## src/rtl/uart_tx_fifo.sv

```systemverilog
// UART transmitter with a TX FIFO in front of it: configurable data bits, parity and stop bits.
// Words are queued through a tvld/trdy handshake and sent back-to-back on txd, which idles high.
module uart_tx_fifo #(
    parameter int clk_freq   = 50_000_000,
    parameter int baud_ratio = 115200,
    parameter int DATA_BITS  = 8,
    parameter int DEPTH      = 16,
    parameter int PARITY     = 0,
    parameter int STOP_BITS  = 1
) (
    input  logic                       clk,
    input  logic                       rst_n,
    input  logic [DATA_BITS-1:0]       tdata,
    input  logic                       tvld,
    output logic                       trdy,
    input  logic                       clr,
    output logic                       txd,
    output logic                       busy,
    output logic [$clog2(DEPTH):0]     level,
    output logic                       ovf
);

    localparam int DIV = (clk_freq + baud_ratio / 2) / baud_ratio;
    localparam int CW  = (DIV > 1) ? $clog2(DIV) : 1;
    localparam int AW  = $clog2(DEPTH);
    localparam int LW  = AW + 1;
    localparam int BW  = $clog2(DATA_BITS);

    typedef enum logic [2:0] {
        ST_IDLE  = 3'd0,
        ST_START = 3'd1,
        ST_DATA  = 3'd2,
        ST_PAR   = 3'd3,
        ST_STOP  = 3'd4
    } state_t;

    // Parity over the frame's data bits: even = ^d, odd = ~^d.
    function automatic logic parity_bit(input logic [DATA_BITS-1:0] d);
        if (PARITY == 2) begin
            parity_bit = ^d;
        end else begin
            parity_bit = ~^d;
        end
    endfunction

    logic [DATA_BITS-1:0] mem_r [DEPTH];
    logic [AW-1:0]        wr_ptr_r;
    logic [AW-1:0]        rd_ptr_r;
    logic [LW-1:0]        count_r;
    logic                 ovf_r;

    state_t               state_r;
    state_t               state_s;
    logic [CW-1:0]        baud_r;
    logic [CW-1:0]        baud_s;
    logic [BW-1:0]        bit_r;
    logic [BW-1:0]        bit_s;
    logic [DATA_BITS-1:0] data_r;
    logic [DATA_BITS-1:0] data_s;
    logic                 txd_r;
    logic                 txd_s;

    logic                 trdy_s;
    logic                 push_s;
    logic                 pop_s;
    logic                 can_pop_s;
    logic                 tick_s;

    // A pop never coincides with a flush, so clr cannot launch a new frame.
    assign trdy_s    = (count_r != LW'(DEPTH));
    assign push_s    = tvld && trdy_s && !clr;
    assign can_pop_s = (count_r != {LW{1'b0}}) && !clr;
    assign tick_s    = (baud_r == CW'(DIV - 1));

    assign trdy  = trdy_s;
    assign level = count_r;
    assign ovf   = ovf_r;
    assign txd   = txd_r;
    assign busy  = (state_r != ST_IDLE) || (count_r != {LW{1'b0}});

    // FIFO storage; contents need no reset because count_r gates every read.
    always_ff @(posedge clk) begin
        if (push_s) begin
            mem_r[wr_ptr_r] <= tdata;
        end
    end

    // FIFO pointers, occupancy and sticky overflow flag.
    always_ff @(posedge clk or negedge rst_n) begin
        if (!rst_n) begin
            wr_ptr_r <= {AW{1'b0}};
            rd_ptr_r <= {AW{1'b0}};
            count_r  <= {LW{1'b0}};
            ovf_r    <= 1'b0;
        end else if (clr) begin
            wr_ptr_r <= {AW{1'b0}};
            rd_ptr_r <= {AW{1'b0}};
            count_r  <= {LW{1'b0}};
            ovf_r    <= 1'b0;
        end else begin
            if (push_s) begin
                wr_ptr_r <= wr_ptr_r + 1'b1;
            end
            if (pop_s) begin
                rd_ptr_r <= rd_ptr_r + 1'b1;
            end
            case ({push_s, pop_s})
                2'b10:   count_r <= count_r + 1'b1;
                2'b01:   count_r <= count_r - 1'b1;
                default: count_r <= count_r;
            endcase
            if (tvld && !trdy_s) begin
                ovf_r <= 1'b1;
            end
        end
    end

    // Frame sequencer state, baud counter, bit index, held word and txd flop.
    always_ff @(posedge clk or negedge rst_n) begin
        if (!rst_n) begin
            state_r <= ST_IDLE;
            baud_r  <= {CW{1'b0}};
            bit_r   <= {BW{1'b0}};
            data_r  <= {DATA_BITS{1'b0}};
            txd_r   <= 1'b1;
        end else begin
            state_r <= state_s;
            baud_r  <= baud_s;
            bit_r   <= bit_s;
            data_r  <= data_s;
            txd_r   <= txd_s;
        end
    end

    // Next-state logic; txd follows the current state one clock later, so every bit is still DIV clocks.
    always_comb begin
        state_s = state_r;
        baud_s  = tick_s ? {CW{1'b0}} : baud_r + 1'b1;
        bit_s   = bit_r;
        data_s  = data_r;
        pop_s   = 1'b0;
        txd_s   = 1'b1;
        case (state_r)
            ST_IDLE: begin
                baud_s = {CW{1'b0}};
                bit_s  = {BW{1'b0}};
                txd_s  = 1'b1;
                if (can_pop_s) begin
                    pop_s   = 1'b1;
                    data_s  = mem_r[rd_ptr_r];
                    state_s = ST_START;
                end else begin
                    state_s = ST_IDLE;
                end
            end
            ST_START: begin
                txd_s = 1'b0;
                if (tick_s) begin
                    state_s = ST_DATA;
                    bit_s   = {BW{1'b0}};
                end else begin
                    state_s = ST_START;
                end
            end
            ST_DATA: begin
                txd_s = data_r[bit_r];
                if (tick_s && (bit_r == BW'(DATA_BITS - 1))) begin
                    state_s = (PARITY != 0) ? ST_PAR : ST_STOP;
                    bit_s   = {BW{1'b0}};
                end else if (tick_s) begin
                    bit_s = bit_r + 1'b1;
                end else begin
                    bit_s = bit_r;
                end
            end
            ST_PAR: begin
                txd_s = parity_bit(data_r);
                if (tick_s) begin
                    state_s = ST_STOP;
                    bit_s   = {BW{1'b0}};
                end else begin
                    state_s = ST_PAR;
                end
            end
            ST_STOP: begin
                txd_s = 1'b1;
                if (tick_s && (bit_r == BW'(STOP_BITS - 1))) begin
                    bit_s = {BW{1'b0}};
                    if (can_pop_s) begin
                        pop_s   = 1'b1;
                        data_s  = mem_r[rd_ptr_r];
                        state_s = ST_START;
                    end else begin
                        state_s = ST_IDLE;
                    end
                end else if (tick_s) begin
                    bit_s = bit_r + 1'b1;
                end else begin
                    bit_s = bit_r;
                end
            end
            default: begin
                state_s = ST_IDLE;
                txd_s   = 1'b1;
            end
        endcase
    end

endmodule
```

## config.mk

```make
export PLATFORM = sky130hd
export DESIGN_NAME = uart_tx_fifo
export DESIGN_NICKNAME = d
export VERILOG_FILES = /design/src/rtl/uart_tx_fifo.sv
export SDC_FILE = /design/constraint.sdc
export NUM_CORES = 1
export LEC_CHECK = 0
export ABC_AREA = 0
export BUFFER_PORTS_ARGS = -buffer_cell sky130_fd_sc_hd__buf_2
export CAP_MARGIN = 20
export CORE_MARGIN = 5
export CORE_UTILIZATION = 50
export DETAILED_ROUTE_END_ITERATION = 10
export PLACE_DENSITY_LB_ADDON = 0.08
export REMOVE_ABC_BUFFERS = 1
export SLEW_MARGIN = 20
export SYNTH_ARGS = -nofsm -noshare
export SYNTH_HDL_FRONTEND = slang
export SYNTH_SLANG_ARGS = --single-unit
```

## constraint.sdc

```tcl
create_clock -name clk -period 2.55 [get_ports clk]
set_input_delay 0.1275 -clock clk [delete_from_list [all_inputs] [get_ports clk]]
set_output_delay 0.1275 -clock clk [all_outputs]
set_load 0.01 [all_outputs]
```

## Word level (Yosys, flattened, before mapping)

Memory sizes are Yosys's and may differ from the RTL's.
Cells that the tools add are included.

| storage, ports and cells | value |
|---|---|
| bits in registers | 38 |
| memory bits (writable) | 128 |
| bits of input ports | 12 |
| output and inout port bits | 9 |
| word-level logic and storage cells | 85 |
| memories | 1 |

Memory list:

| memory | depth | bits a word | read ports | clocked after Yosys merged registers in | wr ports | RTL line | text |
|---|---|---|---|---|---|---|---|
| mem_r | 16 | 8 | 1 | 0 | 1 | 46 | `logic [DATA_BITS-1:0] mem_r [DEPTH];` |

| cells by class | value |
|---|---|
| add/subtract/negate cells | 6 |
| order comparisons | 1 |
| eq/ne operators | 12 |
| muxes and demuxes | 32 |
| reductions and logical operators | 24 |

Operator list:

| kind | number |
|---|---|
| $mux 3 | 7 |
| $mux 9 | 2 |
| $mux 4 | 4 |
| $mux 8 | 2 |
| $pmux 8 s2 | 1 |
| $pmux 3 s5 | 1 |
| $pmux 3 s4 | 1 |
| $pmux 5 s2 | 1 |
| $add 9x1->9 const B | 1 |
| $eq 9x9->1 const B | 1 |
| $add 4x1->4 const B | 2 |
| $mux 1 | 8 |
| $reduce_bool 2->1 | 4 |
| $reduce_xnor 8->1 | 1 |
| $eq 3x2->1 const B | 2 |
| $eq 3x3->1 const B | 2 |
| $logic_and 1x1->1 | 6 |
| $logic_not 3->1 | 2 |
| $reduce_and 2->1 | 3 |
| $reduce_bool 3->1 | 2 |
| $add 5x1->5 const B | 1 |
| $mux 5 | 1 |
| $ne 5x5->1 const B | 1 |
| $reduce_bool 5->1 | 1 |
| other kinds (16) | 18 |

## Depth between registers and ports, before layout

Gate-level depths: netlist of the first run.

| logic depth | value |
|---|---|
| word-level depth | 8 |
| mapped depth | 13 |
| depth with buffers taken out | 12 |

## Worst setup path before layout of the first run

Ideal clock, no wire load.

| timing | value |
|---|---|
| path type | register to register |
| start | register count_r[2], in the netlist level[2] |
| end | register count_r[4], in the netlist level[4] |
| setup time | 0.092 ns |
| arrival | 2.774 ns |
| setup slack | -0.316 ns |
| stages on the path, launching flop included | 12 |
| clock period less this slack | 2.866 ns |
| cells stage by stage | dfrtp_1 -> clkbuf_1 -> or4_4 -> o221ai_1 -> nor3_2 -> xnor2_1 -> ha_1 -> or3_1 -> a21oi_1 -> nand4_1 -> and3_1 -> o31ai_2 |

| on the way | value |
|---|---|
| word-level cells in the longest chain between the ends | 8 |
| elaborated cells between the ends (all ways) | 15 |
| classes of those cells | add/sub (2); eq/ne (3); mux (5); reduce/logical (5) |

RTL lines:

| element | RTL line | text |
|---|---|---|
| from (decl) | 49 | `logic [LW-1:0] count_r;` |
| from (signal assigned) | 93 | `count_r <= {LW{1'b0}};` |
| from (signal assigned) | 98 | `count_r <= {LW{1'b0}};` |
| from (signal assigned) | 108 | `2'b10: count_r <= count_r + 1'b1;` |
| $reduce_bool 5->1 | 72 | `assign can_pop_s = (count_r != {LW{1'b0}}) && !clr;` |
| $logic_and 1x1->1 | 72 |  |
| $mux 1 | 148, 189 |  |
| $mux 1 | 187 | `if (tick_s && (bit_r == BW'(STOP_BITS - 1))) begin` |
| $pmux 1 s2 | 143 | `case (state_r)` |
| $eq 2x1->1 / $eq 2x2->1 (equally long branches) | 107 | `case ({push_s, pop_s})` |
| $pmux 5 s2 | 107 |  |
| $mux 5 | 95 | `end else if (clr) begin` |

Several ways; a longest one is shown, not always the timed one.
A chain may end at the register's enable or synchronous reset.

## Worst setup path in the final report of the first run

| timing | value |
|---|---|
| start | register count_r[1], in the netlist level[1] |
| end | register count_r[4], in the netlist level[4] |

The elaborated chain is that of the path after synthesis.

==> impl_metrics.csv, run 1 <==
group,metric,value,unit
synth,yosys-top-cells-area,"edfxtp_1 54%, mux4_2 13%, dfrtp_1 13%",
finish,final_util,0.599,
cts,clk_pin_slew,0.06,ns
timing,period_share,1.02,
finish,final_cell_area,8310,sq um
pwr,p_leak,0.00294,uW
die,pin_count,21,
finish,drive_above_1_share,0.312,
finish,multi_input_area,2190,sq um
synth,synth.largest_area_cell,"edfxtp_1",
timing,rsz0062_at_grt,"yes",
synth,seq_area_frac_synth,0.679,
routing,wirelength,13500,um
synth,synth_top_flop_cell,"edfxtp_1",
die,rows,43,
synth,avgSynthCellArea,16.3,sq um
routing,drtAntennaViolNets,0,
global_routing,antenna_found_initial,0,
timing,setup_violations,1,
pwr,ir_drop,0.000488,V
timing,setup_ws,-0.0553,ns
placed_design,gp_congestion,0.859,
cts,numCtsBuffers,17,
pwr,total_power,6840,uW
placed_design,portBuffers,20,
cts,clock_latency,0.42,ns
global_routing,grt_pass1_wl,21800,um
placed_design,placed_area,7670,sq um
timing,fin_setup_tns,-0.0553,ns
critical_path,crit_arrival,2.94,ns
timing,timing.final.hold_violations,0,
global_routing,overflow,0,
critical_path,crit_path_max_fanout,2,
synth,netlist_top_cells_count,"128 x edfxtp_1, 46 x nand2_1, 42 x mux4_2",
timing,finalMaxSlewViolations,0,
die,die_x,129,um
die,start_util,0.509,
timing,max_slew_margin,0.390,
routing,num_vias,3893,
global_routing,grt_max_degree,39,
cts,htreeDepth,4,
die,coreArea,13900,sq um
cts,clockBufferDepth,2,
finish,syn_to_final_growth,17.7,%
hold_path,min_path_type,"input port to flop",
routing,drc,0,
finish,nFillCells,1038,
synth,ys_types,54,
synth,synth_edf_count,128,
timing,worst_clock_skew,0.00870,ns
finish,register_area,4800,sq um
synth,yosysMostFrequentCell,"edfxtp_1",
synth,synth_area,7060,sq um
run,maxCapViolations,0,
placed_design,dp_hpwl,9030,um
routing,dr.first_iter.drc_count,226,
critical_path,critPathLaunchType,"flop",
routing,drtPass1Iterations,4,
timing,fmax,384,MHz
status,violations,"negative setup slack",
cts,cts.sinks,166,
synth,yosysTopAreaCellShare,0.544,
pwr,power_density,823,nW/um^2
status,outcome,"finished, violations left",
synth,ys_seq_elements,166,
cts,root_buffer,"clkbuf_16",
finish,diodes,0,
cts,cts_tree,"done",
critical_path,end_kind,"flop",
global_routing,grt_pass1_vias,4075,
routing,viasPerCell,5.62,
synth,postSynthCellCount,433,
global_routing,track_usage,0.177,
die,die_area,16600,sq um
timing,tightestPinTransition,0.908,ns
critical_path,criticalPathCategory,"flop to flop",
routing,avgRoutedWirePerCell,19.5,um
synth,synth_warnings,0,
die,die_h,129,um
synth,async_reset_ff_frac,0.229,
finish,fin_nets,524,
timing,min_period,2.61,ns
critical_path,cp.required,2.88,ns
==> where the power goes <==
group,internal [uW],switching [uW],total [uW]
clock network,1370,1080,2450
logic,621,589,1210
registers,3070,107,3180
total,5070,1770,6840
==> layer usage <==
metal,GRT usage,vias up,share of wire
met4,0.0686,0,0.017
met2,0.299,80,0.51
met5,0,-,0
li1,-,1808,-
met3,0.0357,22,0.035
met1,0.227,1983,0.44
==> what timing repair did <==
action / CTS / global route
setup buffers: 1 / 0
hold buffers: 1 / 0
endpoints found under the hold margin: 37 / 0
pin swaps: 5 / 5
setup endpoints to repair: 1 / 3
gates resized for setup: 5 / 6
==> path summary, 6_finish.rpt <==
check	to	slack (ns)	depth (start not counted)	startpoint
worst min register to register	ovf	0.50	2	ovf
worst max-delay path	level[4]	-0.06	10	level[1]
worst min-delay path	ovf	0.05	3	tvld
min in group asynchronous	level[3]	0.35	2	rst_n
worst max register to register	level[4]	-0.06	10	level[1]
max in group asynchronous	rd_ptr_r[0]	1.60	2	rst_n
==> worst max-delay path, stage by stage (launching register included) <==
cell and delay (ns):
dfrtp_1 0.38, or4_4 0.56, o221ai_4 0.22, nor3_4 0.06, xnor2_1 0.13, ha_2 0.18
or3_4 0.33, a21oi_2 0.15, nand4_1 0.11, and3_4 0.22, o31ai_2 0.17
==> placed cells by master (no fill, tap or decap), types with 4 or more instances in the layout <==
master / count
ha_1: 11
edfxtp_1: 128
dfrtp_1: 36
nand3_1: 8
nand2_1: 46
xnor2_1: 13
a21oi_1: 9
inv_1: 9
buf_2: 20
o21ai_0: 7
clkbuf_16: 17
buf_4: 46
inv_6: 4
nor3_1: 9
nor2_1: 33
xor2_1: 5
mux4_2: 42
==> sequential cells by signal (all words and copies together) (netlist names), 3 cells and up <==
register  count
baud_r        9
bit_r         3
data_r        8
level         5
mem_r       128
rd_ptr_r      4
state_r       3
wr_ptr_r      4
==> cells by family (layout without fill, tap and decap cells) <==
group                    Yosys count  count (layout)  share of synthesized area
multiplexers                      45              45                      0.138
XOR/XNOR                          18              18                     0.0223
flip-flops                       166             166                      0.679
buffers and inverters             30             110                     0.0183
AO/OA/AOI/OAI                     44              44                     0.0436
adder cells (fa/ha/maj)           12              12                     0.0213
AND/OR/NAND/NOR                  118             118                     0.0767
==> final cells by class <==
class / count / share of cell area
well taps: 180 / 0.0271
clock inverters: 14 / 0.0170
repair buffers: 69 / 0.0596
clock buffers: 18 / 0.0516
inverters: 9 / 0.00406
flip-flops and latches: 166 / 0.577
multi-input cells: 237 / 0.263
==> metrics by stage <==
step | setup WS [ns] | hold WS, ns | instances
2_1_floorplan | -0.310 | -0.168 | 412
3_3_place_gp | -0.110 | 0.279 | 659
3_5_place_dp | -0.123 | 0.290 | 659
5_1_grt | -0.126 | 0.0678 | 693
6_report | -0.0553 | 0.0455 | 693
4_1_cts | -0.0760 | 0.0308 | 693
Note: power is estimated with default switching activity, not from simulation.
==> run 2, diff against run 1 <==
Settings changed: CORE_ASPECT_RATIO set to 1.5.
==> impl_metrics.csv, run 2 (synthesis results as in run 1) <==
group,metric,value,unit
status,outcome,"finished, violations left",
status,violations,"negative setup slack",
pwr,p_leak,0.00297,uW
cts,clockBufferDepth,2,
die,rows,53,
finish,largest_reg_flops,128,
cts,cts_tree,"done",
run,maxCapViolations,0,
finish,syn_to_final_growth,18.4,%
critical_path,cp.required,2.88,ns
routing,drc,0,
die,pin_count,21,
critical_path,critPathLaunchType,"flop",
cts,htreeDepth,4,
finish,drive_above_1_share,0.316,
global_routing,grt_pass1_wl,21900,um
cts,clk_pin_slew,0.07,ns
placed_design,dp_hpwl,9600,um
placed_design,portBuffers,20,
finish,final_common_cell,"edfxtp_1",
pwr,total_power,7030,uW
die,coreArea,13900,sq um
routing,dr.first_iter.drc_count,189,
critical_path,crit_path_max_fanout,2,
critical_path,criticalPathCategory,"flop to flop",
die,start_util,0.507,
global_routing,grt_pass1_vias,4132,
cts,clock_latency,0.41,ns
global_routing,track_usage,0.175,
global_routing,grt_max_degree,39,
routing,avgRoutedWirePerCell,19.9,um
timing,timing.final.hold_violations,0,
pwr,power_density,841,nW/um^2
timing,worst_clock_skew,0.0108,ns
finish,final_cell_mix,"128 x edfxtp_1, 46 x nand2_1, 46 x buf_4, 42 x mux4_2, 36 x dfrtp_1",
placed_design,gp_congestion,0.847,
routing,drtPass1Iterations,4,
routing,drtAntennaViolNets,0,
global_routing,overflow,0,
hold_path,min_path_type,"input port to flop",
timing,period_share,1.04,
timing,min_period,2.64,ns
pwr,ir_drop,0.000482,V
finish,largestRegisters,"mem_r: 128 flops, baud_r: 9 flops, data_r: 8 flops",
timing,finalMaxSlewViolations,0,
finish,fin_nets,524,
routing,num_vias,3890,
cts,cts.sinks,166,
routing,wirelength,13500,um
finish,final_cells,678,
cts,numCtsBuffers,17,
timing,fmax,379,MHz
routing,viasPerCell,5.74,
critical_path,end_kind,"flop",
timing,setup_ws,-0.0893,ns
timing,setup_violations,1,
die,die_area,16600,sq um
timing,tightestPinTransition,0.854,ns
die,die_x,107,um
die,die_h,156,um
finish,diodes,0,
placed_design,placed_area,7640,sq um
cts,root_buffer,"clkbuf_16",
timing,max_slew_margin,0.431,
finish,top_register,"mem_r",
finish,final_cell_area,8360,sq um
placed_design,dpl.cell_count,643,
global_routing,antenna_found_initial,0,
timing,rsz0062_at_grt,"yes",
timing,fin_setup_tns,-0.0893,ns
critical_path,crit_arrival,2.97,ns
finish,final_util,0.600,
run 2: cell types whose count changed in the layout (fill, tap and decap cells not counted):
cell        before  now
clkinvlp_4       3    2
inv_8            2    3
bufinv_16        1    3
a21boi_2         0    1
clkinv_2         1    2
clkbuf_1         1    0
a21oi_4          0    1
clkinv_4         3    1
nor4_4           0    1
a21boi_1         1    0
nor4_2           1    0
a21oi_2          2    1
run 2: metal layers:
metal	vias to the layer above	GRT usage	routed length (um)
met2	62	0.336	7910
met3	8	0.0353	336
met1	2012	0.194	5100
met4	0	0.0500	155
met5	-	0	0
li1	1808	-	-
run 2: final cells by class:
cell class | count | area (sq um)
Clock inverter | 15 | 193
Sequential cell | 166 | 4800
Multi-Input combinational cell | 237 | 2210
Timing Repair Buffer | 69 | 495
Inverter | 9 | 33.8
Tap cell | 165 | 206
Clock buffer | 17 | 425
Fill cell | 1055 | 5570
run 2: timing repair:
action | CTS | global route
setup buffers | 0 | 2
endpoints found under the hold margin | 37 | 0
setup endpoints to repair | 1 | 2
resized for setup | 6 | 8
hold buffers | 1 | 0
pin swaps | 1 | 6
run 2: worst paths after layout:
| path | start | endpoint | slack [ns] | cells past startpoint |
|---|---|---|---|---|
| min in group asynchronous | rst_n | level[1] | 0.34 | 2 |
| max in group asynchronous | rst_n | rd_ptr_r[0] | 1.61 | 2 |
| hold / removal | tvld | ovf | 0.04 | 3 |
| setup reg to reg | level[2] | level[4] | -0.09 | 10 |
| hold reg to reg | ovf | ovf | 0.51 | 2 |
| setup / recovery | level[2] | level[4] | -0.09 | 10 |
run 2: worst max-delay path, cell delays in order, from the launching register on:
cell	delay, ns
dfrtp_1	0.38
or4_4	0.57
o221ai_4	0.25
nor3_4	0.06
xnor2_1	0.13
ha_2	0.17
or3_4	0.35
a21oi_4	0.17
nand4_1	0.11
and3_4	0.20
o31ai_2	0.16
run 2: power breakdown:
part	switching (uW)	internal [uW]	total [uW]	leakage (uW)
logic	579	627	1210	0.00102
registers	106	3070	3180	0.00165
clock network	1070	1570	2650	0.000300
run 2: metrics by stage:
| stage | setup WS, ns | hold slack [ns] |
|---|---|---|
| finish | -0.0893 | 0.0393 |
| global route | -0.167 | 0.0452 |
| global placement | -0.111 | 0.296 |
| floorplan | -0.310 | -0.168 |
| CTS | -0.0420 | 0.0384 |
| detailed placement | -0.139 | 0.299 |
==> run 3, diff against run 2 <==
Clock period 2.55 ns to 2.5 ns, I/O delays scaled along.
==> impl_metrics.csv, run 3 (synthesis results as in run 1) <==
group,metric,value,unit
status,outcome,"finished, violations left",
status,violations,"negative setup slack",
critical_path,crit_arrival,2.94,ns
routing,drtPass1Iterations,4,
pwr,power.share.switching,0.267,
global_routing,overflow,0,
cts,clockBufferDepth,2,
cts,clk_pin_slew,0.07,ns
critical_path,criticalPathCategory,"flop to flop",
critical_path,critPathTopFamily,"simple AND/OR/NAND/NOR gates",
timing,tightestPinTransition,0.899,ns
timing,rsz0062_at_grt,"yes",
finish,diodes,0,
run,maxCapViolations,0,
global_routing,grt_busiest_layer,"met2",
die,die_area,16600,sq um
die,die_x,107,um
timing,min_period,2.62,ns
routing,viasPerCell,5.70,
placed_design,portBuffers,20,
pwr,p_int,5120,uW
routing,num_vias,3883,
routing,avgRoutedWirePerCell,20.0,um
routing,dr.first_iter.drc_count,269,
critical_path,cp_num_cells,10,
hold_path,min_path_type,"input port to flop",
cts,htreeDepth,4,
global_routing,grt_pass1_vias,4162,
pwr,p_sw,1870,uW
finish,final_common_cell,"edfxtp_1",
critical_path,cp_slowest_cell,"or4_4",
timing,setup_violations,1,
pwr,seq_power_share,0.465,
timing,fmax,382,MHz
global_routing,gr-usage-met1,0.218,
placed_design,dpl.cell_count,647,
routing,wirelength,13600,um
die,die_h,156,um
cts,root_buffer,"clkbuf_16",
die,start_util,0.507,
critical_path,cp-startpoint,"level[1]",
critical_path,cp.required,2.82,ns
pwr,ir_drop,0.000453,V
critical_path,endpoint,"level[4]",
die,rows,53,
global_routing,met2_usage,0.326,
finish,fin_nets,527,
die,coreArea,13900,sq um
finish,final_cell_mix,"128 x edfxtp_1, 48 x buf_4, 46 x nand2_1, 42 x mux4_2, 36 x dfrtp_1",
critical_path,reg2reg_depth,10,
timing,max_slew_margin,0.400,
finish,nFillCells,1080,
cts,cts_tree,"done",
timing,setup_ws,-0.120,ns
placed_design,gp_congestion,0.835,
die,pin_count,21,
critical_path,crit_path_max_fanout,2,
cts,cts.sinks,166,
pwr,power.share.clock,0.358,
routing,drtAntennaViolNets,0,
critical_path,max_stage_delay,0.58,ns
placed_design,dp_slack,-0.201,ns
pwr,p_leak,0.00296,uW
finish,final_cells,681,
placed_design,dp_hpwl,9720,um
cts,numCtsBuffers,17,
cts,clock_latency,0.42,ns
timing,worst_clock_skew,0.0197,ns
critical_path,critPathLaunchType,"flop",
finish,largestRegisters,"mem_r: 128 flops, baud_r: 9 flops, data_r: 8 flops",
pwr,power_density,838,nW/um^2
routing,drc,0,
timing,timing.final.hold_violations,0,
global_routing,grt_max_degree,39,
finish,drive_above_1_share,0.318,
timing,period_share,1.05,
finish,top_register,"mem_r",
finish,largest_reg_flops,128,
global_routing,antenna_found_initial,0,
pwr,p_comb_frac,0.177,
critical_path,cp.buffers_inverters,0,
finish,syn_to_final_growth,18.1,%
critical_path,rr_endpoint,"level[4]",
critical_path,reg2reg_slack,-0.12,ns
global_routing,grt_pass1_wl,22600,um
critical_path,r2r_start,"level[1]",
global_routing,track_usage,0.181,
critical_path,path_cells,"or4_4 > o221ai_4 > nor3_2 > xnor2_1 > ha_2 > or3_4 > a21oi_4 > nand4_1 > and3_4 > o31ai_2",
timing,finalMaxSlewViolations,0,
global_routing,global_route.usage.met3,0.0328,
critical_path,end_kind,"flop",
## run 3: changes by cell type in the layout (fill, tap and decap cells not counted), moves of 2 or more
cell,delta
inv_8,+3
clkinvlp_4,+2
clkinv_8,+2
bufinv_16,-3
clkinv_2,-2
buf_4,+2
## run 3: per-stage QoR
step	hold WS (ns)	utilization	setup TNS [ns]	power (uW)	instance area, sq um
detailed placement	0.297	0.552	-0.201	4530	7680
CTS	0.0310	0.597	-0.101	7070	8310
global placement	0.279	0.552	-0.155	4510	7680
global route	0.0802	0.599	-0.272	7370	8340
floorplan	-0.171	-	-2.47	4080	6960
finish	0.0828	0.599	-0.120	6990	8340
## run 3: power by group through the flow
stage	Clock, uW	Sequential, uW	Combinational, uW
2_1_floorplan	0	3380	697
3_3_place_gp	0	3310	1200
3_5_place_dp	0	3320	1210
4_1_cts	2570	3260	1240
5_1_grt	2710	3280	1370
6_report	2500	3260	1240
## run 3: area by class of cell
class,count,area [sq um],area share
Clock buffer,17,425,0.0510
Tap cell,165,206,0.0248
Inverter,9,33.8,0.00405
Sequential cell,166,4800,0.575
Multi-Input combinational cell,237,2190,0.263
Timing Repair Buffer,72,531,0.0636
Clock inverter,15,156,0.0188
## run 3: worst min-delay path by stage
stage	startpoint	to	depth (start not counted)
CTS	tvld	ovf	3
finish	tdata[6]	mem_r[1][6]	1
global placement	rst_n	level[2]	1
global route	tdata[3]	mem_r[5][3]	1
floorplan	rst_n	baud_r[0]	0
detailed placement	rst_n	level[1]	1
## run 3: routing by layer
layer | up-vias | routed length [um]
li1 | 1806 | -
met1 | 1994 | 5410
met2 | 62 | 7640
met3 | 21 | 302
met4 | 0 | 259
met5 | - | 0
## run 3: repair_timing
item,in CTS,in global routing
resized for setup,4,7
setup endpoints to repair,1,4
hold buffers,1,0
pin swaps,5,4
setup buffers,1,0
endpoints found under the hold margin,37,0
